<file path="src/rtl/apb4_rr_master.sv">
// Two-requester APB4 master: round-robin grant, SETUP/ACCESS sequencing, response return.
// Optional ACCESS timeout enabled by defining APB4_RR_MASTER_TIMEOUT_EN.
module apb4_rr_master #(
  parameter  int DATA_WIDTH     = 32,
  parameter  int ADDR_WIDTH     = 32,
  parameter  int TIMEOUT_CYCLES = 16,
  localparam int STRB_WIDTH     = DATA_WIDTH / 8
) (
  input  logic                    PCLK,
  input  logic                    PRESET,
  input  logic [1:0]              req_valid,
  input  logic [1:0]              req_write,
  input  logic [2*ADDR_WIDTH-1:0] req_addr,
  input  logic [2*DATA_WIDTH-1:0] req_wdata,
  input  logic [2*STRB_WIDTH-1:0] req_strb,
  output logic [1:0]              req_ready,
  output logic [1:0]              rsp_valid,
  output logic [DATA_WIDTH-1:0]   rsp_rdata,
  output logic                    rsp_err,
  output logic [ADDR_WIDTH-1:0]   PADDR,
  output logic                    PSEL,
  output logic                    PENABLE,
  output logic                    PWRITE,
  output logic [DATA_WIDTH-1:0]   PWDATA,
  output logic [STRB_WIDTH-1:0]   PSTRB,
  input  logic                    PREADY,
  input  logic [DATA_WIDTH-1:0]   PRDATA,
  input  logic                    PSLVERR
);

  typedef enum logic [1:0] {S_IDLE, S_SETUP, S_ACCESS} state_t;

  if (TIMEOUT_CYCLES < 1) begin : g_bad_timeout
    $error("apb4_rr_master: TIMEOUT_CYCLES must be at least 1");
  end

  state_t                 state_q;
  logic                   prio_q;
  logic                   gnt_q;
  logic                   gnt_d;
  logic                   any_valid;
  logic [1:0]             rsp_valid_q;
  logic [DATA_WIDTH-1:0]  rsp_rdata_q;
  logic                   rsp_err_q;
  logic [ADDR_WIDTH-1:0]  paddr_q;
  logic                   psel_q;
  logic                   penable_q;
  logic                   pwrite_q;
  logic [DATA_WIDTH-1:0]  pwdata_q;
  logic [STRB_WIDTH-1:0]  pstrb_q;

  logic [ADDR_WIDTH-1:0]  addr_k  [2];
  logic [DATA_WIDTH-1:0]  wdata_k [2];
  logic [STRB_WIDTH-1:0]  strb_k  [2];

  for (genvar gi = 0; gi < 2; gi++) begin : g_req
    assign addr_k[gi]  = req_addr[gi*ADDR_WIDTH +: ADDR_WIDTH];
    assign wdata_k[gi] = req_wdata[gi*DATA_WIDTH +: DATA_WIDTH];
    assign strb_k[gi]  = req_strb[gi*STRB_WIDTH +: STRB_WIDTH];
  end

`ifdef APB4_RR_MASTER_TIMEOUT_EN
  localparam int CNT_W = $clog2(TIMEOUT_CYCLES + 1);
  logic [CNT_W-1:0] cnt_q;
`endif

  // A lone requester wins outright; the pointer only breaks ties.
  always_comb begin
    any_valid = |req_valid;
    gnt_d     = (&req_valid) ? prio_q : req_valid[1];
    req_ready = 2'b00;
    if (state_q == S_IDLE && any_valid && !PRESET) begin
      req_ready = gnt_d ? 2'b10 : 2'b01;
    end
  end

  always_ff @(posedge PCLK or posedge PRESET) begin
    if (PRESET) begin
      state_q     <= S_IDLE;
      prio_q      <= 1'b0;
      gnt_q       <= 1'b0;
      rsp_valid_q <= 2'b00;
      rsp_rdata_q <= '0;
      rsp_err_q   <= 1'b0;
      paddr_q     <= '0;
      psel_q      <= 1'b0;
      penable_q   <= 1'b0;
      pwrite_q    <= 1'b0;
      pwdata_q    <= '0;
      pstrb_q     <= '0;
`ifdef APB4_RR_MASTER_TIMEOUT_EN
      cnt_q       <= '0;
`endif
    end else begin
      rsp_valid_q <= 2'b00;
      case (state_q)
        S_IDLE: begin
          if (any_valid) begin
            pwrite_q <= req_write[gnt_d];
            paddr_q  <= addr_k[gnt_d];
            pwdata_q <= wdata_k[gnt_d];
            pstrb_q  <= strb_k[gnt_d];
            gnt_q    <= gnt_d;
            prio_q   <= ~gnt_d;
            psel_q   <= 1'b1;
            state_q  <= S_SETUP;
          end
        end
        S_SETUP: begin
          penable_q <= 1'b1;
          state_q   <= S_ACCESS;
`ifdef APB4_RR_MASTER_TIMEOUT_EN
          cnt_q     <= '0;
`endif
        end
        S_ACCESS: begin
          if (PREADY) begin
            rsp_rdata_q <= pwrite_q ? '0 : PRDATA;
            rsp_err_q   <= PSLVERR;
            rsp_valid_q <= gnt_q ? 2'b10 : 2'b01;
            psel_q      <= 1'b0;
            penable_q   <= 1'b0;
            state_q     <= S_IDLE;
          end
`ifdef APB4_RR_MASTER_TIMEOUT_EN
          else if (cnt_q == CNT_W'(TIMEOUT_CYCLES - 1)) begin
            // Abandon the stalled completer and report an error to the owner.
            rsp_rdata_q <= '0;
            rsp_err_q   <= 1'b1;
            rsp_valid_q <= gnt_q ? 2'b10 : 2'b01;
            psel_q      <= 1'b0;
            penable_q   <= 1'b0;
            state_q     <= S_IDLE;
          end else begin
            cnt_q <= cnt_q + 1'b1;
          end
`endif
        end
        default: state_q <= S_IDLE;
      endcase
    end
  end

  assign rsp_valid = rsp_valid_q;
  assign rsp_rdata = rsp_rdata_q;
  assign rsp_err   = rsp_err_q;
  assign PADDR     = paddr_q;
  assign PSEL      = psel_q;
  assign PENABLE   = penable_q;
  assign PWRITE    = pwrite_q;
  assign PWDATA    = pwdata_q;
  assign PSTRB     = pstrb_q;

endmodule
</file>
<file path="config.mk">
export PLATFORM = sky130hd
export DESIGN_NAME = apb4_rr_master
export DESIGN_NICKNAME = d
export VERILOG_FILES = /design/src/rtl/apb4_rr_master.sv
export SDC_FILE = /design/constraint.sdc
export NUM_CORES = 1
export LEC_CHECK = 0
export BUFFER_PORTS_ARGS = -buffer_cell sky130_fd_sc_hd__buf_2
export CORE_MARGIN = 3
export CORE_UTILIZATION = 41
export DETAILED_ROUTE_END_ITERATION = 6
export GPL_TIMING_DRIVEN = 0
export PLACE_DENSITY = 0.83
export SLEW_MARGIN = 40
export SYNTH_ARGS = -nofsm -noshare
export SYNTH_HDL_FRONTEND = slang
export SYNTH_SLANG_ARGS = --single-unit
</file>
<file path="constraint.sdc">
create_clock -name PCLK -period 4.8 [get_ports PCLK]
set_clock_uncertainty 0.2 [all_clocks]
set_input_delay 0.96 -clock PCLK [delete_from_list [all_inputs] [get_ports PCLK]]
set_output_delay 0.96 -clock PCLK [all_outputs]
set_load 0.1 [all_outputs]
</file>
Yosys cells after proc, flatten, opt, wreduce, memory -nomap -nowiden
Cells that the tools add are included.

Equal/unequal tests: 4. Reduce and logical (&&, ||, !) cells: 13. Magnitude comparators: 2. Mux-type cells: 25. Bitwise logic cells: 2.

Operators by type and width (number): 2-to-1 mux 32 bit (7); 2-to-1 mux 2 bit (7); 2-to-1 mux 4 bit (3); AND reduction 2 bit (5); one-hot mux 2 bit (3 select lines) (1); 2-to-1 mux 1 bit (5); inequality test 2 bit, second input constant (2); one-hot mux 1 bit (2 select lines) (2); nonzero test 2 bit (2); AND reduction 3 bit (1); equality test 2 x 1 -> 1 bit, second input constant (1); equality test 2 bit, second input constant (1); >= comparator 2 bit, second input constant (1); logical AND 1 bit (2); logical NOT 2 bit (1); less-than comparator 1 x 2 -> 1 bit, second input constant (1); inverter 1 -> 2 bit (1); OR reduction 2 bit (1); logical NOT 1 bit (1); inverter 1 bit (1).

Register bits after elaboration: 110. Bits of input ports: 176. Output and inout bits: 108.

Longest topological paths before layout
Gate-level depths: netlist of the first run.

Depth in word-level cells: 6. Depth in mapped cells: 7. Depth with buffers taken out: 3.

Least setup slack after synthesis of the first run
Ideal clock, no wire load.

Kind: input-to-output. Start point: in PRESET. End point: out req_ready[0]. Slack: -0.690 ns. Data required time: 3.640 ns. Arrival: 4.330 ns. Cell stages on the path: 2. Cell sequence: inv_1 -> and3_1.

Longest elaborated chain between the ends: 3.

Ends and longest elaborated chain: start, declared (line 10) `input logic PRESET,`; logical NOT 1 bit (no source line); logical AND 1 bit (line 72) `if (state_q == S_IDLE && any_valid && !PRESET) begin`; 2-to-1 mux 2 bit (line 72); end, declared (line 16) `output logic [1:0] req_ready,`.

Every way passes these cells.

Worst setup path after layout of the first run
Start point: in req_valid[1]. End point: out req_ready[1].

Longest elaborated chain between the ends: 4. Elaborated cells between the ends (all ways): 7. Those cells by class: 3 x mux; 4 x reduce/logical.

Ends and longest elaborated chain: start, declared (line 11) `input logic [1:0] req_valid,`; AND reduction 2 bit or OR reduction 2 bit (tied branches) (line 70, 69); 2-to-1 mux 1 bit or logical AND 1 bit (tied branches) (line 70, 72); 2-to-1 mux 2 bit or logical AND 1 bit (tied branches) (line 73, 72); 2-to-1 mux 2 bit * (line 72).

Mark *: on every way between the ends. The rest lies on a longest branch, timed or not.

==> results of run 1 <==
[synth_stat cells]
master	n	area, um2
sky130_fd_sc_hd__and2b_1	1	7.510
sky130_fd_sc_hd__nor3_1	1	5.000
sky130_fd_sc_hd__dfrtp_1	110	2753
sky130_fd_sc_hd__mux2i_1	1	10.01
sky130_fd_sc_hd__nor2_1	3	11.26
sky130_fd_sc_hd__a31oi_2	10	125.1
sky130_fd_sc_hd__buf_6	8	90.09
sky130_fd_sc_hd__nand3_1	69	345.3
sky130_fd_sc_hd__inv_1	4	15.01
sky130_fd_sc_hd__o22ai_2	1	12.51
sky130_fd_sc_hd__or2_2	1	6.260
sky130_fd_sc_hd__mux2_2	1	11.26
sky130_fd_sc_hd__clkbuf_1	46	172.7
sky130_fd_sc_hd__buf_2	8	40.04
sky130_fd_sc_hd__a31oi_1	59	369.1
sky130_fd_sc_hd__o21ai_0	93	465.5
sky130_fd_sc_hd__nand3b_1	1	7.510
sky130_fd_sc_hd__a21o_1	1	7.510
sky130_fd_sc_hd__or2_1	1	6.260
sky130_fd_sc_hd__clkbuf_2	1	5.000
sky130_fd_sc_hd__and2_4	1	8.760
sky130_fd_sc_hd__nand2_1	34	127.6
sky130_fd_sc_hd__o21ai_1	10	50.05
sky130_fd_sc_hd__a21oi_1	71	355.3
sky130_fd_sc_hd__nand2b_1	34	212.7
sky130_fd_sc_hd__and3_1	1	6.260
[state kept, by name, indices dropped and copies added (netlist names)]
signal     cells
rsp_rdata     32
PSTRB          4
rsp_err        1
state_q        2
prio_q         1
gnt_q          1
PSEL           1
PADDR         32
PWDATA        32
PENABLE        1
PWRITE         1
rsp_valid      2
[final cells by class]
type | count | area share
Antenna cell | 2 | 0.0006863
Sequential cell | 110 | 0.3775
Buffer | 63 | 0.04221
Inverter | 4 | 0.002574
Timing Repair Buffer | 287 | 0.2114
Clock inverter | 3 | 0.003432
Multi-Input combinational cell | 394 | 0.2950
Tap cell | 168 | 0.02883
Clock buffer | 13 | 0.03844
[cell families after synthesis]
family,synth area share
buffers and inverters,0.06177
flip-flops,0.5267
multiplexers,0.004070
AO/OA/AOI/OAI,0.2650
AND/OR/NAND/NOR,0.1424
[cell usage in the layout (no fill, tap or decap), drive strengths merged]
cell type / count
or2: 2
diode: 2
and2b: 1
a31oi: 69
mux2i: 1
and3: 1
clkinv: 1
o21ai: 103
mux2: 1
and2: 1
nor3: 1
inv: 4
o22ai: 1
buf: 303
nand2b: 34
a21oi: 71
a21o: 1
nand2: 34
clkinvlp: 2
dfrtp: 110
clkbuf: 60
nand3b: 1
nand3: 69
nor2: 3
[routing by layer]
metal  share of wire  up-vias  wire (um)
li1                -     2659          -
met1            0.40     2710       7352
met2            0.50      240       9207
met3           0.067       41       1230
met4           0.027        0        491
met5               0        -          0
[stage by stage]
step,worst slack (ps),setup TNS (ps)
after floorplan,39.44,0
after global placement,-485.7,-485.7
after detailed placement,1043,0
after CTS,1043,0
after global routing,1000,0
final,1039,0
[how the worst min path moves through the flow]
stage | endpoint | cells after the start
2_1_floorplan | rsp_valid[0]$_DFF_PP0_ | 1
3_3_place_gp | rsp_valid[0]$_DFF_PP0_ | 1
3_5_place_dp | rsp_valid[0]$_DFF_PP0_ | 1
4_1_cts | rsp_valid[0]$_DFF_PP0_ | 1
5_1_grt | rsp_valid[0]$_DFF_PP0_ | 1
6_report | rsp_valid[0]$_DFF_PP0_ | 1
[worst register-to-register path: stages (launching register included)]
cell                      delay, ps
sky130_fd_sc_hd__dfrtp_1        440
sky130_fd_sc_hd__nor2_1         600
sky130_fd_sc_hd__buf_2          360
sky130_fd_sc_hd__buf_2          280
sky130_fd_sc_hd__a21oi_1         90
sky130_fd_sc_hd__a31oi_1        170
==> impl_summary.log, run 1 <==
[metrics] area of the multi-input gates: 2151 um2
[metrics] crit-path leading delay family: buffers and inverters
[metrics] reg-to-reg critical path endpoint: PWDATA[15]$_DFFE_PP0P_
[metrics] critical path startpoint category: input port
[metrics] Worst setup endpoint: req_ready[1]
[metrics] start-to-end type of the worst setup path: input port to primary output
[metrics] wire length of the first global-routing pass: 28.29 mm
[metrics] worst hold-check slack: 248.3 ps
[metrics] horizontal extent of the die: 118.9 um
[metrics] placed cell count: 1,026
[metrics] Clk Latency, worst-skew pair: 340 ps
[metrics] largest net degree at the start of global routing: 23
[metrics] placeable core area: 12,210 um2
[metrics] total of max-cap violations: 0
[metrics] maximum buffer depth of the clock tree: 2
[metrics] die area: 14,140 um2
[metrics] reg2reg start: state_q[1]$_DFFE_PP0P_
[metrics] YS warnings: 0
[metrics] endpoint arrival time on the critical path: 2600 ps
[metrics] mapped cell area: 5226 um2
[metrics] highest-utilization routing layer at the global route stage: met2
[metrics] Final ANT Viol Nets: 0
[metrics] core utilization of the finished layout: 0.5971
[metrics] total area of sequential cells: 2753 um2
[metrics] Buffers on Ports: 282
[metrics] mean post-synth cell area: 9.153 um2
[metrics] total track usage: 0.2484
[metrics] final cell count without fillers: 1,044
[metrics] Max H-tree Level: 3
[metrics] post-route minimum period: 3761 ps
[metrics] worst reg-to-reg path cell count: 5
[metrics] hold path startpoint: gnt_q$_DFFE_PP0P_
[metrics] via-per-instance ratio: 5.412
[metrics] vias in the first global route: 5,516
[metrics] syn_nets: 747
[metrics] Detailed Routing Iterations Pass 1: 4
[metrics] slowest cell on the critical path: sky130_fd_sc_hd__buf_2
[metrics] placed instance area: 6982 um2
[metrics] hold buffer count at cts: 0
[metrics] worst path required time: 3640 ps
[metrics] Mapped Cells: 571
[metrics] Detailed Place HPWL: 13.81 mm
[metrics] Num Clock Sinks: 110
[metrics] Congestion Overflow GR: 0
[metrics] clock root buffer: sky130_fd_sc_hd__clkbuf_16
[metrics] site row count: 40
[metrics] final estimated routing congestion in global placement: 0.8769
[metrics] top-level port count: 284
[metrics] number of remaining DRC errors: 0
[metrics] via count: 5,650
[metrics] delay contributed by the slowest stage of the critical path: 470 ps
[metrics] number of buffers added by the clock tree synthesis step: 9
[metrics] count of cell types in the netlist: 26
[metrics] largest fanout on the critical path: 10
[metrics] total count of max-transition violations in the final report: 0
[metrics] global-route track usage on met1: 0.3011
[metrics] post-CTS sizing: 0
[metrics] Final Hold Fails: 0
[metrics] initial cell density of the core: 0.4280
[metrics] share of the cycle needed by the critical path after routing: 0.7836
[metrics] ordered cell list for the critical path: buf_2, clkbuf_1, nand2_1, nor3_1, buf_2
[metrics] area added between synthesis and finish: 39.53%
[metrics] Worst-path clk slew: 70 ps
[metrics] class of the tightest hold or removal check: flop to flop
[metrics] DRC marker count from the first detailed-route iteration: 386
[metrics] status: finished, final reports clean
[metrics] critical path's most frequent cell: sky130_fd_sc_hd__buf_2
[metrics] post-synthesis sequential element count: 110
[metrics] die height: 118.9 um
[metrics] combined buffer and inverter count along the critical path: 3
[metrics] post-layout instance area: 7292 um2
[metrics] RSZ-0062 raised after global routing: false
[metrics] buffers inserted by post-CTS timing repair: 0
[metrics] net count reported at finish: 1,045
[metrics] proportion of layout cells with a drive suffix above 1: 0.3833
[metrics] global routing usage on met3: 0.05366
[metrics] peak clock frequency supported by timing: 265.9 MHz
[metrics] Avg WL per Cell: 17.51 um
[metrics] transition at the pin with the smallest max-transition slack: 756.3 ps
[metrics] routed wire length: 18.28 mm
[metrics] sequential cell area fraction in the yosys report: 0.5267
[metrics] number of antenna violations at the first check in global routing: 2
[metrics] Rel. slew slack: 0.4939
[metrics] TritonCTS clock tree: built
[metrics] met2 track demand over resource in global routing: 0.4362
[metrics] instance count on the critical path: 5
[metrics] launch point of the worst path: req_valid[1]
[metrics] reg-to-reg slack, setup: 2580 ps
[metrics] number of failing setup endpoints in the final timing report: 0
[metrics] number of filler instances in the final layout: 1,116
[metrics] critical path capture point type: primary output
Power of run 1 is left out: the tool's default activity adds up to more than one toggle a clock period on the data nets, which glitch-free logic cannot reach.
==> run 2: changes to the inputs <==
- CORE_UTILIZATION: 41 -> 45
- PLACE_DENSITY: 0.83 -> 0.87
- clock period: 4.8 -> 3.5 ns (I/O delays scaled with it)
==> run 2 against run 1 <==
  * Routed wire length shrank 0.77%
  * Register-to-register slack lost 1200 ps
  * Hold slack lost 97 ps
==> impl_summary.log, run 2 (synthesis results as in run 1) <==
[metrics] critical path capture point type: primary output (unchanged)
[metrics] die area: 12,940 um2 (was 14,140 um2)
[metrics] combined buffer and inverter count along the critical path: 2 (was 3)
[metrics] placeable core area: 11,080 um2 (was 12,210 um2)
[metrics] post-layout instance area: 7243 um2 (was 7292 um2)
[metrics] transition at the pin with the smallest max-transition slack: 659.5 ps (was 756.3 ps)
[metrics] peak clock frequency supported by timing: 306.1 MHz
[metrics] number of buffers added by the clock tree synthesis step: 9 (unchanged)
[metrics] number of remaining DRC errors: 0 (unchanged)
[metrics] Clk Latency, worst-skew pair: 340 ps (about the same)
[metrics] aggregate negative setup slack: 0 ps (unchanged)
[metrics] initial cell density of the core: 0.4718 (was 0.4280)
[metrics] number of filler instances in the final layout: 955 (was 1,116)
[metrics] critical path startpoint category: flop (was input port)
[metrics] ordered cell list for the critical path: nor2_1, and2_4, buf_6, and3_1, buf_2 (was buf_2, clkbuf_1, nand2_1, nor3_1, buf_2)
[metrics] DRC marker count from the first detailed-route iteration: 382 (was 386)
[metrics] Congestion Overflow GR: 0 (unchanged)
[metrics] endpoint arrival time on the critical path: 2370 ps (was 2600 ps)
[metrics] number of antenna violations at the first check in global routing: 0 (was 2)
[metrics] top-level port count: 284 (unchanged)
[metrics] Detailed Place HPWL: 13.95 mm (was 13.81 mm)
[metrics] start-to-end type of the worst setup path: flop to primary output (was input port to primary output)
[metrics] slowest cell on the critical path: sky130_fd_sc_hd__nor2_1 (was sky130_fd_sc_hd__buf_2)
[metrics] final cell count without fillers: 1,014 (was 1,044)
[metrics] RSZ-0062 raised after global routing: false (unchanged)
[metrics] number of failing setup endpoints in the final timing report: 0 (unchanged)
[metrics] crit-path leading delay family: simple AND/OR/NAND/NOR gates (was buffers and inverters)
[metrics] post-route minimum period: 3266 ps
[metrics] TritonCTS clock tree: built (unchanged)
[metrics] diode insertion count for antenna repair: 0 (was 2)
[metrics] final estimated routing congestion in global placement: 0.8655 (was 0.8769)
[metrics] placed cell count: 998 (was 1,026)
[metrics] share of the cycle needed by the critical path after routing: 0.9333
[metrics] delay contributed by the slowest stage of the critical path: 540 ps (was 470 ps)
[metrics] largest net degree at the start of global routing: 28 (was 23)
[metrics] class of the tightest hold or removal check: input port to async pin (was flop to flop)
[metrics] total of max-cap violations: 0 (unchanged)
[metrics] total track usage: 0.2754 (was 0.2484)
[metrics] maximum buffer depth of the clock tree: 2 (unchanged)
[metrics] routed wire length: 18.14 mm (was 18.28 mm)
[metrics] most common cell after layout, fill and taps aside: sky130_fd_sc_hd__buf_2 (unchanged)
[metrics] wire length of the first global-routing pass: 28.35 mm (was 28.29 mm)
[metrics] vias in the first global route: 5,528 (was 5,516)
[metrics] clock root buffer: sky130_fd_sc_hd__clkbuf_16 (unchanged)
[metrics] placed instance area: 6944 um2 (was 6982 um2)
[metrics] Worst-path clk slew: 80 ps (was 70 ps)
[metrics] net count reported at finish: 1,045 (unchanged)
[metrics] via-per-instance ratio: 5.617 (was 5.412)
[metrics] site row count: 38 (was 40)
[metrics] horizontal extent of the die: 113.8 um (was 118.9 um)
[metrics] buffers inserted by post-CTS timing repair: 0 (unchanged)
[metrics] post-CTS sizing: 0 (unchanged)
[metrics] proportion of layout cells with a drive suffix above 1: 0.3844 (was 0.3833)
[metrics] status: finished, final reports clean (unchanged)
[metrics] Num Clock Sinks: 110 (unchanged)
[metrics] Final ANT Viol Nets: 0 (unchanged)
[metrics] via count: 5,696 (was 5,650)
[metrics] worst path required time: 2600 ps (was 3640 ps)
[metrics] die height: 113.8 um (was 118.9 um)
[metrics] Detailed Routing Iterations Pass 1: 5 (was 4)
[metrics] Max H-tree Level: 3 (unchanged)
[metrics] Buffers on Ports: 282 (unchanged)
[metrics] largest fanout on the critical path: 10 (unchanged)
[metrics] Final Hold Fails: 0 (unchanged)
[metrics] Rel. slew slack: 0.5587 (was 0.4939)
[metrics] hold buffer count at cts: 0 (unchanged)
[metrics] area added between synthesis and finish: 38.59% (was 39.53%)
[metrics] Avg WL per Cell: 17.89 um (was 17.51 um)
[metrics] top library cells by usage in the layout, fill and taps aside: sky130_fd_sc_hd__buf_2, sky130_fd_sc_hd__dfrtp_1, sky130_fd_sc_hd__o21ai_0 (unchanged)
[metrics] total count of max-transition violations in the final report: 0 (unchanged)
==> run 2: final cells by class <==
class,instances,area [um2],area share
flip-flops and latches,110,2753,0.3800
multi-input cells,394,2156,0.2976
repair buffers,287,1534,0.2118
plain buffers,63,307.8,0.04249
clock buffers,10,239.0,0.03299
well taps,140,175.2,0.02418
clock inverters,6,60.06,0.008292
inverters,4,18.77,0.002591
==> run 2: routing by layer <==
metal  GRT usage  wire (um)
met5           0          0
met4     0.07532        280
met3     0.06472       1681
met2      0.4947       9404
met1      0.3301       6775
==> run 2: stage by stage <==
| stage | hold slack [ps] | worst slack [ps] | util |
|---|---|---|---|
| 2_1_floorplan | 203.2 | -465.9 | - |
| 3_3_place_gp | 207.9 | -1207 | 0.6158 |
| 3_5_place_dp | 221.6 | 385.7 | 0.6268 |
| 4_1_cts | 145.0 | 156.8 | 0.6538 |
| 5_1_grt | 144.1 | 113.7 | 0.6538 |
| 6_report | 151.4 | 233.6 | 0.6538 |
==> run 2: final timing paths <==
path / start / endpoint / slack [ps] / cells past startpoint
setup reg to reg: state_q[1]$_DFFE_PP0P_ / PWDATA[15]$_DFFE_PP0P_ / 1370 / 5
hold / removal: PRESET / rsp_rdata[3]$_DFFE_PP0P_ / 150 / 2
min in group PCLK: gnt_q$_DFFE_PP0P_ / rsp_valid[0]$_DFF_PP0_ / 240 / 1
setup / recovery: state_q[1]$_DFFE_PP0P_ / req_ready[0] / 230 / 5
max in group asynchronous: PRESET / rsp_rdata[19]$_DFFE_PP0P_ / 2330 / 4
hold reg to reg: gnt_q$_DFFE_PP0P_ / rsp_valid[0]$_DFF_PP0_ / 240 / 1
Power of run 2 is left out for the same reason.
